==> src/rtl/fir4_par6_if.sv <==
// Parallel-output FIR bus: sample/coefficient inputs and the six-wide output group.
// FIR_SERIAL_OUT_EN adds the serial y_k / y_k_vld taps.
interface fir4_par6_if #(
  parameter int unsigned w_in  = 5,
  parameter int unsigned c_in  = 3,
  parameter int unsigned y_out = 12
);
  logic signed [w_in-1:0]  x_in;
  logic signed [c_in-1:0]  c_0, c_1, c_2, c_3;
  logic signed [y_out-1:0] y_6k, y_6k_1, y_6k_2, y_6k_3, y_6k_4, y_6k_5;
  logic                    valid;
`ifdef FIR_SERIAL_OUT_EN
  logic signed [y_out-1:0] y_k;
  logic                    y_k_vld;

  modport master (
    output x_in, c_0, c_1, c_2, c_3,
    input  y_6k, y_6k_1, y_6k_2, y_6k_3, y_6k_4, y_6k_5, valid, y_k, y_k_vld
  );
  modport slave (
    input  x_in, c_0, c_1, c_2, c_3,
    output y_6k, y_6k_1, y_6k_2, y_6k_3, y_6k_4, y_6k_5, valid, y_k, y_k_vld
  );
`else
  modport master (
    output x_in, c_0, c_1, c_2, c_3,
    input  y_6k, y_6k_1, y_6k_2, y_6k_3, y_6k_4, y_6k_5, valid
  );
  modport slave (
    input  x_in, c_0, c_1, c_2, c_3,
    output y_6k, y_6k_1, y_6k_2, y_6k_3, y_6k_4, y_6k_5, valid
  );
`endif
endinterface

==> src/rtl/fir4_par6.sv <==
// Four-tap signed FIR, one sample per clk, collected into groups of six parallel outputs.
// Optional macro FIR_SERIAL_OUT_EN exposes the internal y_k / y_k_vld registers.
module fir4_par6 #(
  parameter int unsigned w_in  = 5,
  parameter int unsigned c_in  = 3,
  parameter int unsigned y_out = 12
) (
  input logic        clk,
  input logic        rstn,
  fir4_par6_if.slave bus
);

  localparam int unsigned prod_w = w_in + c_in;

  logic signed [w_in-1:0]   d0, d1, d2;
  logic signed [prod_w-1:0] p0, p1, p2, p3;
  logic signed [y_out-1:0]  y_k, y_k_d;
  logic                     y_k_vld;
  logic [2:0]               cnt;
  logic signed [y_out-1:0]  b     [5];
  logic signed [y_out-1:0]  y_par [6];
  logic                     valid;

  // Operands widened to the full product width so the multiply is exact.
  always_comb begin
    p0    = prod_w'(bus.x_in) * prod_w'(bus.c_0);
    p1    = prod_w'(d0) * prod_w'(bus.c_1);
    p2    = prod_w'(d1) * prod_w'(bus.c_2);
    p3    = prod_w'(d2) * prod_w'(bus.c_3);
    y_k_d = y_out'(p0) + y_out'(p1) + y_out'(p2) + y_out'(p3);
  end

  always_ff @(posedge clk or negedge rstn) begin
    if (!rstn) begin
      d0      <= '0;
      d1      <= '0;
      d2      <= '0;
      y_k     <= '0;
      y_k_vld <= 1'b0;
      cnt     <= '0;
      valid   <= 1'b0;
      for (int i = 0; i < 5; i++) b[i] <= '0;
      for (int i = 0; i < 6; i++) y_par[i] <= '0;
    end else begin
      d0      <= bus.x_in;
      d1      <= d0;
      d2      <= d1;
      y_k     <= y_k_d;
      y_k_vld <= 1'b1;
      valid   <= 1'b0;
      if (y_k_vld) begin
        if (cnt == 3'd5) begin
          // Sixth sample goes straight to the newest output, skipping the buffer.
          for (int i = 0; i < 5; i++) y_par[i] <= b[i];
          y_par[5] <= y_k;
          cnt      <= '0;
          valid    <= 1'b1;
        end else begin
          b[cnt] <= y_k;
          cnt    <= cnt + 3'd1;
        end
      end
    end
  end

  assign bus.y_6k   = y_par[0];
  assign bus.y_6k_1 = y_par[1];
  assign bus.y_6k_2 = y_par[2];
  assign bus.y_6k_3 = y_par[3];
  assign bus.y_6k_4 = y_par[4];
  assign bus.y_6k_5 = y_par[5];
  assign bus.valid  = valid;
`ifdef FIR_SERIAL_OUT_EN
  assign bus.y_k     = y_k;
  assign bus.y_k_vld = y_k_vld;
`endif

endmodule

==> src/flat_wrapper.sv <==
// flat-port wrapper written by rule: the top's interface ports become plain ports
module fir4_par6_flat 
#(
  parameter int unsigned w_in  = 5,
  parameter int unsigned c_in  = 3,
  parameter int unsigned y_out = 12
)
  (clk, rstn, bus_x_in, bus_c_0, bus_c_1, bus_c_2, bus_c_3, bus_y_6k, bus_y_6k_1, bus_y_6k_2, bus_y_6k_3, bus_y_6k_4, bus_y_6k_5, bus_valid);
  fir4_par6_if #(.w_in(w_in), .c_in(c_in), .y_out(y_out)) bus_i ();
  input logic clk;
  input logic rstn;
  input wire logic [$bits(bus_i.x_in)-1:0] bus_x_in;
  input wire logic [$bits(bus_i.c_0)-1:0] bus_c_0;
  input wire logic [$bits(bus_i.c_1)-1:0] bus_c_1;
  input wire logic [$bits(bus_i.c_2)-1:0] bus_c_2;
  input wire logic [$bits(bus_i.c_3)-1:0] bus_c_3;
  output wire logic [$bits(bus_i.y_6k)-1:0] bus_y_6k;
  output wire logic [$bits(bus_i.y_6k_1)-1:0] bus_y_6k_1;
  output wire logic [$bits(bus_i.y_6k_2)-1:0] bus_y_6k_2;
  output wire logic [$bits(bus_i.y_6k_3)-1:0] bus_y_6k_3;
  output wire logic [$bits(bus_i.y_6k_4)-1:0] bus_y_6k_4;
  output wire logic [$bits(bus_i.y_6k_5)-1:0] bus_y_6k_5;
  output wire logic [$bits(bus_i.valid)-1:0] bus_valid;
  assign bus_i.x_in = bus_x_in;
  assign bus_i.c_0 = bus_c_0;
  assign bus_i.c_1 = bus_c_1;
  assign bus_i.c_2 = bus_c_2;
  assign bus_i.c_3 = bus_c_3;
  assign bus_y_6k = bus_i.y_6k;
  assign bus_y_6k_1 = bus_i.y_6k_1;
  assign bus_y_6k_2 = bus_i.y_6k_2;
  assign bus_y_6k_3 = bus_i.y_6k_3;
  assign bus_y_6k_4 = bus_i.y_6k_4;
  assign bus_y_6k_5 = bus_i.y_6k_5;
  assign bus_valid = bus_i.valid;
  fir4_par6 #(.w_in(w_in), .c_in(c_in), .y_out(y_out)) u_core (.clk(clk), .rstn(rstn), .bus(bus_i));
endmodule
==> config.mk <==
export PLATFORM = sky130hd
export DESIGN_NAME = fir4_par6_flat
export DESIGN_NICKNAME = d
export VERILOG_FILES = /design/src/rtl/fir4_par6_if.sv /design/src/rtl/fir4_par6.sv /design/src/flat_wrapper.sv
export SDC_FILE = /design/constraint.sdc
export NUM_CORES = 1
export LEC_CHECK = 0
export ABC_CLOCK_PERIOD_IN_PS = 8550
export BUFFER_PORTS_ARGS = -buffer_cell sky130_fd_sc_hd__buf_2
export CAP_MARGIN = 25
export CORE_ASPECT_RATIO = 0.5
export CORE_MARGIN = 4
export CORE_UTILIZATION = 40
export CTS_BUF_LIST = sky130_fd_sc_hd__clkbuf_2
export CTS_CLUSTER_DIAMETER = 200
export DETAILED_ROUTE_END_ITERATION = 7
export PLACE_DENSITY_LB_ADDON = 0.2
export SLEW_MARGIN = 30
export SYNTH_ARGS = -nofsm -noshare
export SYNTH_HDL_FRONTEND = slang
export SYNTH_SLANG_ARGS = --single-unit
==> constraint.sdc <==
create_clock -name clk -period 8.55 [get_ports clk]
set_input_delay 0.4275 -clock clk [delete_from_list [all_inputs] [get_ports clk]]
set_output_delay 0.4275 -clock clk [all_outputs]
set_load 0.005 [all_outputs]
After elaboration in Yosys (flattened, before gate mapping)
Cells that the tools add are included.
W data, S select, Z words.
{ "totals": {"register_bits": 164, "output_inout_bits": 73, "in_bits": 19} }
{ "op_classes": {"mul": 4, "n_mux": 6, "n_eq_ne": 1, "n_bitwise": 2, "n_addsub": 4, "n_lt_le_gt_ge": 2, "reduce_logical": 3} }
{ "op_table": {"columns": ["op", "n"], "rows": [
  ["$bwmux W60", 1],
  ["$demux W12 S3", 1],
  ["$mul A5 B3 Y8", 4],
  ["$add A12 B8 Y12", 1],
  ["$mux W12", 1],
  ["$add A9 B8 Y10", 1],
  ["$add A8 B8 Y9", 1],
  ["$ge A4 B4 Y1 const B", 1],
  ["$lt A4 B1 Y1 const B", 1],
  ["$not A3 Y4", 1],
  ["$reduce_and A2 Y1", 2],
  ["$add A3 B1 Y3 const B", 1],
  ["$eq A3 B3 Y1 const B", 1],
  ["$mux W3", 1],
  ["$mux W1", 2],
  ["$logic_and A1 B1 Y1", 1],
  ["$not A1 Y1", 1]
]} }

Longest topological paths before layout
Gate-level depths: netlist (run 1).
{ "depth": {"ltp_word": 6, "mapped_depth": 23, "mapped_depth_nobuf": 23} }

Least setup slack after synthesis (run 1)
No wires, ideal clock.
{ "synth_timing": {"path_kind": "input -> register", "startpoint": "in bus_c_1[0]", "endpoint": "reg u_core.y_k[11]", "required_ns": 8.471, "path_stages": 20, "arrival_ns": 5.946, "slack_ns": 2.525, "path_cell_list": "and2_1 fa_1 fa_1 fa_1 fa_1 ha_1 ha_1 and3_1 a21oi_1 o21ai_1 o41ai_2 xnor2_1 fa_1 ha_1 ha_1 a21o_1 a21o_1 a211o_1 a21oi_1 xor2_1"} }
{ "synth_via": {"elab_chain_cells": 4} }
{ "synth_lines": {"columns": ["item", "line_no", "rtl"], "rows": [
  ["start, declared", "flat_wrapper.sv:14", "input wire logic [$bits(bus_i.c_1)-1:0] bus_c_1;"],
  ["$mul A5 B3 Y8", "fir4_par6.sv:27", "p1 = prod_w'(d0) * prod_w'(bus.c_1);"],
  ["$add A8 B8 Y9", "fir4_par6.sv:30", "y_k_d = y_out'(p0) + y_out'(p1) + y_out'(p2) + y_out'(p3);"],
  ["$add A9 B8 Y10", "fir4_par6.sv:30", null],
  ["$add A12 B8 Y12", "fir4_par6.sv:30", null],
  ["net u_core.y_k_d[11]", "fir4_par6.sv:17", "logic signed [y_out-1:0] y_k, y_k_d;"],
  ["end signal, assigned", "fir4_par6.sv:48", "y_k <= y_k_d;"],
  ["end, declared", "fir4_par6.sv:17", null]
]} }
The timed path passes the listed nets, and every way through them passes these cells.
A chain may end at the register's enable or synchronous reset.

Final worst setup path (run 1)
{ "layout_timing": {"startpoint": "reg u_core.d0[4]", "endpoint": "reg u_core.y_k[11]"} }
{ "layout_via": {"elab_chain_cells": 4} }
{ "layout_lines": {"columns": ["item", "line_no", "rtl"], "rows": [
  ["start, declared", "fir4_par6.sv:15", "logic signed [w_in-1:0] d0, d1, d2;"],
  ["start signal, assigned", "fir4_par6.sv:45", "d0 <= bus.x_in;"],
  ["$mul A5 B3 Y8", "fir4_par6.sv:27", null],
  ["$add A8 B8 Y9", "fir4_par6.sv:30", null],
  ["$add A9 B8 Y10", "fir4_par6.sv:30", null],
  ["$add A12 B8 Y12", "fir4_par6.sv:30", null],
  ["net u_core.y_k_d[11]", "fir4_par6.sv:17", null]
]} }
The timed path passes the listed nets, and every way through them passes these cells.

==> results.yml, run 1 <==
status:
  status: "finished, final reports clean"
route:
  topRoutingLayerUsed: "met5"
  first_pass_iters: 5
  met3_length_um: 749
  viasPerCell: 4.81
  detail-route-antenna-nets: 0
  avgRoutedWirePerCell_um: 15.8
  drt-met1-wl_um: 8560
  dr_wl_met2_um: 8930
  drt_iter0_drc: 226
  drt-total-wl_um: 18400
  via_count: 5591
  drc_errors: 0
sta:
  hold_viol: 0
  max_clock_freq_ghz: 0.157
  setup_viol: 0
  slew_headroom: 0.436
  rsz0062_at_grt: "false"
  fin_tns_setup_ps: 0
  fin_skew_ps: 53.9
  period_needed_ps: 6380
  worst_pin_slew_ps: 846
  drv_slew: 0
  worst_slack_ps: 2170
  fin_crit_sh: 0.746
yosys:
  synth_flop_cell: "dfrtp_1"
  yosysTopAreaCell: "dfrtp_1"
  synth.area.top_cells: "dfrtp_1 (48%), fa_1 (13%), nand2_1 (11%), ha_1 (6.8%), mux2_2 (6.7%)"
  synth.yosys.seq_area_share: 0.478
  synth_edf_count: 0
  syn_inst: 778
  async_flop_share: 1.00
  yosysTopAreaCellShare: 0.478
  syn_avg_cell_area_um2: 11.0
  ys_ff_latch: 164
  syn_nets: 899
  synthesis.area_um2: 8590
  yosys_warnings: 0
  synth_cell_type_count: 45
setup_path:
  startpoint_type: "flop"
  crit_arrival_ps: 7040
  path_depth: 20
  path_cells: "and2_1 -> fa_1 -> fa_1 -> fa_1 -> fa_1 -> ha_1 -> ha_1 -> and3_1 -> a21oi_1 -> o21ai_1 -> o41ai_2 -> xnor2_1 -> fa_1 -> ha_1 -> ha_1 -> a21o_1 -> a21o_1 -> a211o_1 -> a21oi_1 -> xor2_1"
  r2r-start: "u_core.d0[4]"
  crit_slowest_cell: "fa_1"
  crit_buf_inv: 0
  setup.worst_path.class: "flop to flop"
  endpoint_kind: "flop"
  critPathTopFamily: "adder cells"
  crit_top_cell: "fa_1"
  r2r_slack_ps: 2170
  critPathLaunch: "u_core.d0[4]"
  cp-endpoint: "u_core.y_k[11]"
  critPathMaxStageDelay_ps: 540
  crit_required_ps: 9220
  reg2reg_to: "u_core.y_k[11]"
  rr_worst_depth: 20
  path_max_fanout: 6
finish:
  area_growth_pct: 12.7
  final_cell_mix: "nand2_1 (244), dfrtp_1 (164), buf_2 (90), inv_1 (61), fa_1 (55)"
  drive_above_1_share: 0.211
  layout.cells.most_common: "nand2_1"
  final_nets: 996
place:
  portBuffers: 91
  dp_worst_setup_slack_ps: 2110
  dp_hpwl_um: 13100
  gp_congestion: 0.812
global_routing:
  grt_pass1_vias: 5895
  grt_pass1_wl_um: 30400
  grt_max_degree: 100
  antenna_found_initial: 4
  grtUsageTotal: 0.159
  overflow: 0
clocking:
  cts_tree: "built"
  htree_levels: 4
  clockRootBuffer: "clkbuf_2"
  clockBufferDepth: 2
  cts.sinks: 164
  cts_buffers: 17
  hold_buffers: 6
  clk_latency_ps: 740
  post_cts_resize_count: 0
  path_clk_slew_ps: 280
  postCtsSetupBuffers: 0
job:
  maxCapViolations: 0
floorplan:
  die_y_um: 112
  initial_core_util: 0.412
  rows: 37
  dieArea_um2: 24000
  die_x_um: 215
  ios: 92
  core_area_um2: 20800
min_path:
  min_path_type: "input port to flop"
## Yosys cell counts (2+ instances only)
master and count:
clkbuf_1 9, and4_1 2, xor2_1 7, buf_4 3
xnor2_1 14, nor2b_1 6, and2_1 19, inv_1 61
nor3_1 4, a211oi_1 2, ha_1 47, nand2_1 244
nand3_1 2, mux2_2 51, nand2b_1 13, o21ai_1 2
nor2_1 10, o21ai_0 9, dfrtp_1 164, buf_2 11
mux2_1 10, a21oi_1 7, o21bai_1 2, fa_1 55
a21o_1 4
## per-stage QoR
stage	util	hold slack, ps	std cells	area (µm²)
2_1_floorplan	-	132	778	8590
3_5_place_dp	0.447	410	1123	9310
5_1_grt	0.464	70.1	1162	9670
4_1_cts	0.463	81.8	1161	9660
3_3_place_gp	0.447	414	1123	9310
6_report	0.464	152	1163	9670
## cell families after synthesis
logic type               after synthesis  synth area share
AND/OR/NAND/NOR                      308             0.153
flip-flops                           164             0.478
adder cells (fa/ha/maj)              102             0.197
buffers and inverters                 85            0.0401
multiplexers                          62            0.0812
AO/OA/AOI/OAI                         34            0.0271
XOR/XNOR                              22            0.0233
other                                  1          0.000437
## worst min path at each step
stage,cells after the start,slack [ps],startpoint,to
floorplan,0,130,rstn,u_core.b[0]
global placement,0,410,u_core.d0[0],u_core.d1[0]
detailed placement,0,410,u_core.d0[0],u_core.d1[0]
CTS,3,80,bus_c_3[0],u_core.y_k[0]
global route,3,70,bus_c_3[0],u_core.y_k[0]
finish,3,150,bus_c_3[0],u_core.y_k[0]
## layout make-up
| class | instances | area, µm² |
|---|---|---|
| tap | 273 | 342 |
| clock buffer | 18 | 90.1 |
| inverter | 62 | 233 |
| multi-input combinational | 529 | 4140 |
| fill | 2039 | 11200 |
| timing repair buffer | 101 | 558 |
| clock inverter | 14 | 198 |
| sequential | 164 | 4100 |
| antenna | 2 | 5.00 |
## sequential cells by signal, summed over array words and instances (netlist names), 12 cells and up
name / count
u_core.b: 60
u_core.bus.y_6k: 12
u_core.bus.y_6k_1: 12
u_core.bus.y_6k_2: 12
u_core.bus.y_6k_3: 12
u_core.bus.y_6k_4: 12
u_core.bus.y_6k_5: 12
u_core.y_k: 12
## worst register-to-register path, cell delays in order, from the launching register on
cell     delay, ps
dfrtp_1        480
and2_1         240
fa_1           540
fa_1           540
fa_1           520
fa_1           490
ha_1           310
ha_1           360
and3_1         170
a21oi_1        110
o21ai_1        110
o41ai_2        250
xnor2_1        180
fa_1           440
ha_1           310
ha_1           370
a21o_1         200
a21o_1         170
a211o_1        220
a21oi_1        170
xor2_1         150
## per-layer routing
layer,GRT usage,vias up
met3,0.0447,12
met1,0.209,2833
li1,-,2664
met2,0.267,78
met4,0.0326,4
met5,0,-
Power of run 1 is not shown: default switching activity piles up to over one toggle a cycle in this logic, so the estimate is an artifact.
==> inputs of run 2 (changes only) <==
--- a/config.mk
+++ b/config.mk
@@ -5,7 +5,8 @@
 export SDC_FILE = /design/constraint.sdc
 export NUM_CORES = 1
 export LEC_CHECK = 0
-export ABC_CLOCK_PERIOD_IN_PS = 8550
+export ABC_AREA = 1
+export ABC_CLOCK_PERIOD_IN_PS = 5500
 export BUFFER_PORTS_ARGS = -buffer_cell sky130_fd_sc_hd__buf_2
 export CAP_MARGIN = 25
 export CORE_ASPECT_RATIO = 0.5
==> constraint.sdc (replaced) <==
create_clock -name clk -period 5.5 [get_ports clk]
set_input_delay 0.275 -clock clk [delete_from_list [all_inputs] [get_ports clk]]
set_output_delay 0.275 -clock clk [all_outputs]
set_load 0.005 [all_outputs]
==> run 2 against run 1 <==
  * The flow now finishes with violations (negative setup slack)
  * Register-to-register slack got worse by 2300 ps
  * Cell count increased by 19%
  * Setup slack worse by 2300 ps
  * Sequential share of layout area fell by 4.3 points
  * Critical path type unchanged
  * Largest cell class unchanged
==> results.yml, run 2 <==
route:
  viasPerCell: 4.58
  drt_iter0_drc: 482
  detail-route-antenna-nets: 0
  drt-total-wl_um: 20000
  via_count: 6335
  first_pass_iters: 4
  avgRoutedWirePerCell_um: 14.5
  drc_errors: 0
setup_path:
  crit_required_ps: 6160
  endpoint_kind: "flop"
  startpoint_type: "flop"
  crit_arrival_ps: 6300
  path_max_fanout: 3
  setup.worst_path.class: "flop to flop"
yosys:
  syn_nets: 1048
  yosys_warnings: 0
  synth_flop_cell: "dfrtp_1"
  yosysTopAreaCellShare: 0.474
  synth_edf_count: 0
  syn_inst: 927
  yosysMostFrequentCell: "nand2_1"
  synth_common_cells: "nand2_1 (346), dfrtp_1 (164), inv_1 (110)"
  synth.area.top_cells: "dfrtp_1 (47%), nand2_1 (15%), fa_1 (13%), ha_1 (6.8%), inv_1 (4.8%)"
  syn_avg_cell_area_um2: 9.34
  synth.yosys.seq_area_share: 0.474
  synth_cell_type_count: 32
  yosysTopAreaCell: "dfrtp_1"
  synthesis.area_um2: 8660
  ys_ff_latch: 164
  async_flop_share: 1.00
global_routing:
  overflow: 0
  antenna_found_initial: 2
  grt_pass1_vias: 6484
  grt_pass1_wl_um: 33000
  grtUsageTotal: 0.170
  grt_max_degree: 110
sta:
  fin_crit_sh: 1.03
  worst_pin_slew_ps: 858
  drv_slew: 0
  max_clock_freq_ghz: 0.177
  rsz0062_at_grt: "true"
  period_needed_ps: 5650
  worst_slack_ps: -149
  hold_viol: 0
  slew_headroom: 0.428
  fin_skew_ps: 51.2
  setup_viol: 4
min_path:
  min_path_type: "input port to async pin"
finish:
  fin_util: 0.514
  largest_reg_flops: 60
  area_growth_pct: 24.2
  regMostFlops: "u_core.b"
  fill_cells: 1999
  drive_above_1_share: 0.276
  final_cell_mix: "nand2_1 (329), dfrtp_1 (164), inv_1 (99), buf_2 (90), o21ai_0 (77)"
  final_nets: 1198
  layout.cells.most_common: "nand2_1"
floorplan:
  die_x_um: 216
  initial_core_util: 0.414
  core_area_um2: 20900
  dieArea_um2: 24200
  ios: 92
  rows: 37
  die_y_um: 112
status:
  failed_checks: "negative setup slack"
  status: "complete, but fails checks"
clocking:
  clockBufferDepth: 2
  path_clk_slew_ps: 260
  cts.sinks: 164
  htree_levels: 4
  cts_tree: "built"
  clk_latency_ps: 770
  clockRootBuffer: "clkbuf_2"
  cts_buffers: 17
place:
  portBuffers: 91
  dp_hpwl_um: 13900
  gp_congestion: 0.840
job:
  maxCapViolations: 0
run 2: changes by cell type in the layout (fill, tap and decap cells not counted), moves of 10 or more:
cell,change
xnor2_1,-11
nand2_1,+85
o21ai_0,+68
mux2_1,-10
ha_4,+31
inv_1,+38
inv_2,+13
nand2b_1,-13
ha_1,-31
buf_4,+50
mux2_2,-51
nand2_2,+16
and2_1,-19
run 2: layer usage:
layer,up-vias,track usage,wire [µm]
met5,-,0,13
li1,3136,-,-
met2,99,0.276,9650
met1,3077,0.234,9300
met3,21,0.0441,830
met4,2,0.0371,241
run 2: worst paths after layout:
path,startpoint,to,slack (ps),cells after the start
hold / removal,rstn,u_core.d1[4],60,2
min in group clk,bus_x_in[4],u_core.d0[4],210,2
hold reg to reg,u_core.d0[4],u_core.d1[4],450,0
setup / recovery,u_core.d1[2],u_core.y_k[11],-150,25
max in group asynchronous,rstn,u_core.b[57],4090,3
setup reg to reg,u_core.d1[2],u_core.y_k[11],-150,25
run 2: cell type report:
class / count / area [µm²] / share of cell area
multi-input combinational: 621 / 4600 / 0.427
sequential: 164 / 4100 / 0.381
timing repair buffer: 158 / 1020 / 0.0949
inverter: 115 / 435 / 0.0405
tap: 292 / 365 / 0.0340
clock inverter: 11 / 126 / 0.0117
clock buffer: 21 / 105 / 0.00977
antenna: 1 / 2.50 / 0.000233
run 2: worst max-delay path, stage by stage (launching register included):
cell	delay [ps]
dfrtp_1	440
or2_4	230
fa_1	490
inv_2	40
fa_1	460
fa_1	540
fa_1	460
ha_4	270
ha_4	240
a21oi_4	170
o21ai_1	90
inv_1	90
nor2_1	40
nor2_1	130
nand2_1	70
nand2_1	70
nand2_2	60
fa_2	590
inv_2	60
ha_4	240
ha_4	270
inv_2	40
nor3_2	190
nand3_1	120
nand4_1	100
nand2_1	50
run 2: logic make-up after synthesis:
family | synth area share
AND/OR/NAND/NOR | 0.186
flip-flops | 0.474
adder cells (fa/ha/maj) | 0.195
other | 0.000433
buffers and inverters | 0.0690
XOR/XNOR | 0.0140
AO/OA/AOI/OAI | 0.0614
run 2: repair_timing:
| action | 4_1_cts | 5_1_grt |
|---|---|---|
| setup endpoints to repair | 7 | 8 |
| pin swaps | 42 | 79 |
| buffers inserted | 3 | 10 |
| hold buffers | 7 | 0 |
| resized for setup | 34 | 60 |
| hold endpoints to repair | 114 | 0 |
run 2: through the flow:
step | setup slack [ps] | setup TNS (ps) | cell area, µm² | hold WS, ps | cells
2_1_floorplan | -11.0 | -11.0 | 8830 | -20.6 | 927
3_5_place_dp | -361 | -1710 | 9880 | 377 | 1332
6_report | -149 | -332 | 10800 | 62.2 | 1383
4_1_cts | -192 | -379 | 10400 | 51.6 | 1373
5_1_grt | -382 | -1440 | 10800 | 78.9 | 1383
3_3_place_gp | -293 | -1410 | 9880 | 413 | 1332
Power of run 2 is left out for the same reason.
